File: config.mk
export PLATFORM = sky130hd
export DESIGN_NAME = mod_updown_counter
export DESIGN_NICKNAME = d
export VERILOG_FILES = /design/src/rtl/mod_updown_counter.sv
export SDC_FILE = /design/constraint.sdc
export NUM_CORES = 1
export LEC_CHECK = 0
export BUFFER_PORTS_ARGS = -buffer_cell sky130_fd_sc_hd__buf_4
export CAP_MARGIN = 20
export CORE_AREA = 2 2 39 41
export CTS_CLUSTER_DIAMETER = 60
export DETAILED_ROUTE_END_ITERATION = 7
export DIE_AREA = 0 0 41 43
export SLEW_MARGIN = 0
export SYNTH_ARGS = -nofsm -noshare
export SYNTH_HDL_FRONTEND = slang
export SYNTH_SLANG_ARGS = --single-unit
File: constraint.sdc
create_clock -name clk -period 3.9 [get_ports clk]
set_input_delay 0.585 -clock clk [delete_from_list [all_inputs] [get_ports clk]]
set_output_delay 0.585 -clock clk [all_outputs]
set_load 0.05 [all_outputs]
File: src/rtl/mod_updown_counter.sv
// mod_updown_counter: parametrised up/down event/timebase counter.
// The count range is 0..MODULUS-1 and a step can be prescaled by PRESCALE
// enabled cycles. At either end of the range the counter wraps, or holds
// when SATURATE is set. It also provides a parallel load, a registered
// terminal-count pulse and a sticky overflow flag.
module mod_updown_counter #(
  parameter int WIDTH    = 4,
  parameter int MODULUS  = 16,
  parameter int PRESCALE = 1,
  parameter int SATURATE = 0
) (
  input  logic             clk,
  input  logic             rst,
  input  logic             en,
  input  logic             up_dn,
  input  logic             load,
  input  logic [WIDTH-1:0] load_val,
  input  logic             clr_ovf,
  output logic [WIDTH-1:0] cnt,
  output logic             tc,
  output logic             ovf
);

  // The prescaler keeps at least one bit, so PRESCALE=1 still gives a legal vector.
  localparam int PW = (PRESCALE > 1) ? $clog2(PRESCALE) : 1;

  localparam logic [WIDTH-1:0] MAXV    = WIDTH'(MODULUS - 1);
  localparam logic [PW-1:0]    PSC_TOP = PW'(PRESCALE - 1);

  logic [PW-1:0]    psc;
  logic [PW-1:0]    psc_next;
  logic [WIDTH-1:0] cnt_next;
  logic             tc_next;
  logic             ovf_next;
  logic [WIDTH-1:0] load_clamped;

  // Clamp out-of-range load values to the top of the count range.
  always_comb begin
    load_clamped = load_val;
    if (load_val > MAXV) begin
      load_clamped = MAXV;
    end
  end

  // Next-state logic. Load beats a step. A boundary sets ovf after clr_ovf, so a set wins over a clear.
  always_comb begin
    cnt_next = cnt;
    psc_next = psc;
    tc_next  = 1'b0;
    ovf_next = ovf;
    if (clr_ovf) begin
      ovf_next = 1'b0;
    end
    if (load) begin
      cnt_next = load_clamped;
      psc_next = '0;
    end else if (en) begin
      if (psc == PSC_TOP) begin
        psc_next = '0;
        if (up_dn) begin
          if (cnt == MAXV) begin
            tc_next  = 1'b1;
            ovf_next = 1'b1;
            cnt_next = (SATURATE != 0) ? MAXV : '0;
          end else begin
            cnt_next = cnt + WIDTH'(1);
          end
        end else begin
          if (cnt == '0) begin
            tc_next  = 1'b1;
            ovf_next = 1'b1;
            cnt_next = (SATURATE != 0) ? '0 : MAXV;
          end else begin
            cnt_next = cnt - WIDTH'(1);
          end
        end
      end else begin
        psc_next = psc + PW'(1);
      end
    end
  end

  // State register with synchronous reset; all outputs come straight from flops.
  always_ff @(posedge clk) begin
    if (rst) begin
      cnt <= '0;
      psc <= '0;
      tc  <= 1'b0;
      ovf <= 1'b0;
    end else begin
      cnt <= cnt_next;
      psc <= psc_next;
      tc  <= tc_next;
      ovf <= ovf_next;
    end
  end

endmodule
==> results.yml <==
yosys:
  syn_inst: 49
  post-synth-top-count-cell: "dfxtp_1"
  ys_top_cells_by_area: "dfxtp_1, a21oi_1, ha_1, xnor2_1, o21ai_0"
  synth_top_area_cell: "dfxtp_1"
  syn_area_sq_um: 390.4
  syn_area_per_cell_sq_um: 7.967
  synth_seq_area_share_pct: 30.77
  ys_ff_latch: 6
  synthTopCellsByCount: "dfxtp_1, a21oi_1, nor2_1, nand2_1, o21ai_0"
  async_reset_ff_share_pct: 0
  synthesis.nets: 61
  synth_top_area_share_pct: 30.77
  synth.distinct_cells: 27
  synth_edf_count: 0
  ys.flop_type: "dfxtp_1"
  ys_warn_count: 0
status:
  status: "completed"
final_layout:
  final_util_pct: 38.79
  syn_to_final_growth_pct: 37.50
  regArea_sq_um: 120.1
  diodes: 0
  fin_area_sq_um: 536.8
  fill_cells: 148
  drive_gt1_share_pct: 32.31
  multi_input_area_sq_um: 246.5
  finish.net_count: 79
  fin_cells: 81
route:
  firstDrtPassIters: 2
  dr.first_iter.drc_count: 1
  ant_nets: 0
  wl_per_cell_um: 11.47
  viasPerCell: 4.938
  drc: 0
  routed.top_layer: "met4"
  vias: 400
  wl_met2_um: 394
  m1WireLength_um: 438
  wl_um: 929
  wl_met3_um: 75
timing:
  tightest_slew_ns: 0.2810
  clock.fmax_mhz: 637.3
  grt_setup_unrepaired: "false"
  finalCriticalPeriod_ns: 1.569
  finalSetupViolations: 0
  fin_crit_sh_pct: 40.23
  fin_setup_tns_ns: 0
  hold_viol_final: 0
  clock_skew_ns: 0.007017
  slew_headroom_pct: 81.24
  slew_violations: 0
setup_path:
  path_buf_inv: 1
  crit_family: "flip-flops"
  r2r-end: "cnt[0]"
  worstPathRequired_ns: 3.31
  crit_slowest_cell: "dfxtp_1"
  r2r_cells: 6
  path_max_fanout: 9
  worst_setup_path_end_kind: "primary output"
  reg2reg_slack_ns: 2.38
  reg2reg_from: "cnt[0]"
  arrival_ns: 0.98
  start_kind: "flop"
  crit_path_cell_trace: "buf_4"
  critical_path_class: "flop to primary output"
  cp_slowest_stage_delay_ns: 0.47
clocking:
  cts_buffers: 3
  cts_hold_buf: 0
  clk_pin_slew_ns: 0.05
  cts_tree: "built"
  insertion_delay_ns: 0.25
  htreeDepth: 1
  post_cts_buffers: 0
  cts_resized: 0
  clock-sinks: 6
  cts_max_path_buffers: 2
  root_buffer: "clkbuf_4"
global_route:
  antenna_found_initial: 0
  grt_pass1_vias: 347
  overflow: 0
  grt_usage_pct: 12.45
  grt_pass1_wl_um: 1449
  grt_start_max_net_pins: 10
floorplanning:
  die_x_um: 41
  core-area_sq_um: 1384
  fp-row-count: 14
  die_h_um: 43
  num_io_pins: 16
  start_util_pct: 28.21
  dieArea_sq_um: 1763
placed_design:
  dp_cells: 78
  portBuffers: 15
  placed_area_sq_um: 514.2
  routabilityCongestion: 0.9045
  hpwl_um: 697.4
hold_path:
  worstHoldEndpoint: "ovf"
  hold_start: "ovf"
  hp-class: "flop to flop"
  whs_path_depth: 2
power_and_ir_drop:
  p_leak_uw: 0.0002304
  max-vdd-ir-drop_uv: 115.3
  pwr_density_cell_nw_per_um2: 347.5
job:
  maxCapViolCount: 0
## flip-flops by register name, summed over array words and instances (netlist names)
signal and count:
cnt 4, tc 1, ovf 1
## cells in the final DEF, fill, tap and decap left out, types with 2 or more instances in the layout
master    netlist  final
nor2_1          4      4
clkbuf_4        0      3
nand4_1         2      2
nand2_1         3      3
a211oi_1        2      2
ha_1            2      2
o21ai_0         3      3
xnor2_1         2      2
nand2b_1        2      2
inv_1           2      2
dfxtp_1         6      6
a21oi_1         5      5
buf_4           0     15
## per-layer routing
metal | vias to the layer above | global-route usage, %
met5 | - | 0
met4 | 0 | 8.000
met3 | 5 | 4.712
met2 | 16 | 16.25
met1 | 168 | 16.40
li1 | 211 | -
## stage by stage
| step | hold WS (ns) | power (uW) | setup WS [ns] |
|---|---|---|---|
| 3_3_place_gp | 0.4614 | 129.4 | 2.340 |
| 3_5_place_dp | 0.4672 | 129.1 | 2.322 |
| 4_1_cts | 0.4729 | 188.6 | 2.336 |
| 5_1_grt | 0.5299 | 198.9 | 2.277 |
| 6_report | 0.4726 | 186.5 | 2.331 |
| 2_1_floorplan | 0.6541 | 109.8 | 2.132 |
## worst max path at each step
stage               startpoint  cells after the start  slack [ns]      to
global route            cnt[3]                      1        2.28  cnt[3]
CTS                     cnt[0]                      1        2.34  cnt[0]
global placement         up_dn                      5        2.34     ovf
finish                  cnt[3]                      1        2.33  cnt[3]
floorplan               cnt[1]                      6        2.13  cnt[2]
detailed placement       up_dn                      5        2.32  cnt[0]
## layout make-up
class | instances | share of cell area [%]
flip-flops and latches | 6 | 22.38
multi-input cells | 37 | 45.92
inverters | 4 | 2.797
well taps | 16 | 3.730
repair buffers | 15 | 20.98
clock buffers | 3 | 4.196
## report_power, final
| group | internal, uW | switching, uW | total (uW) |
|---|---|---|---|
| logic | 23.9 | 31.9 | 55.9 |
| registers | 65.5 | 6.66 | 72.2 |
| clock network | 34.9 | 23.6 | 58.5 |
## cells by family after synthesis
logic type      count (synthesis)  share of synthesized area, %
simple gates                   16                         21.79
compound gates                 15                         25.00
buf+inv                         6                         6.086
flops                           6                         30.77
xor+xnor                        2                         4.488
mux                             2                         5.449
fa+ha+maj                       2                         6.409
Power figures use the tool's default switching activity.
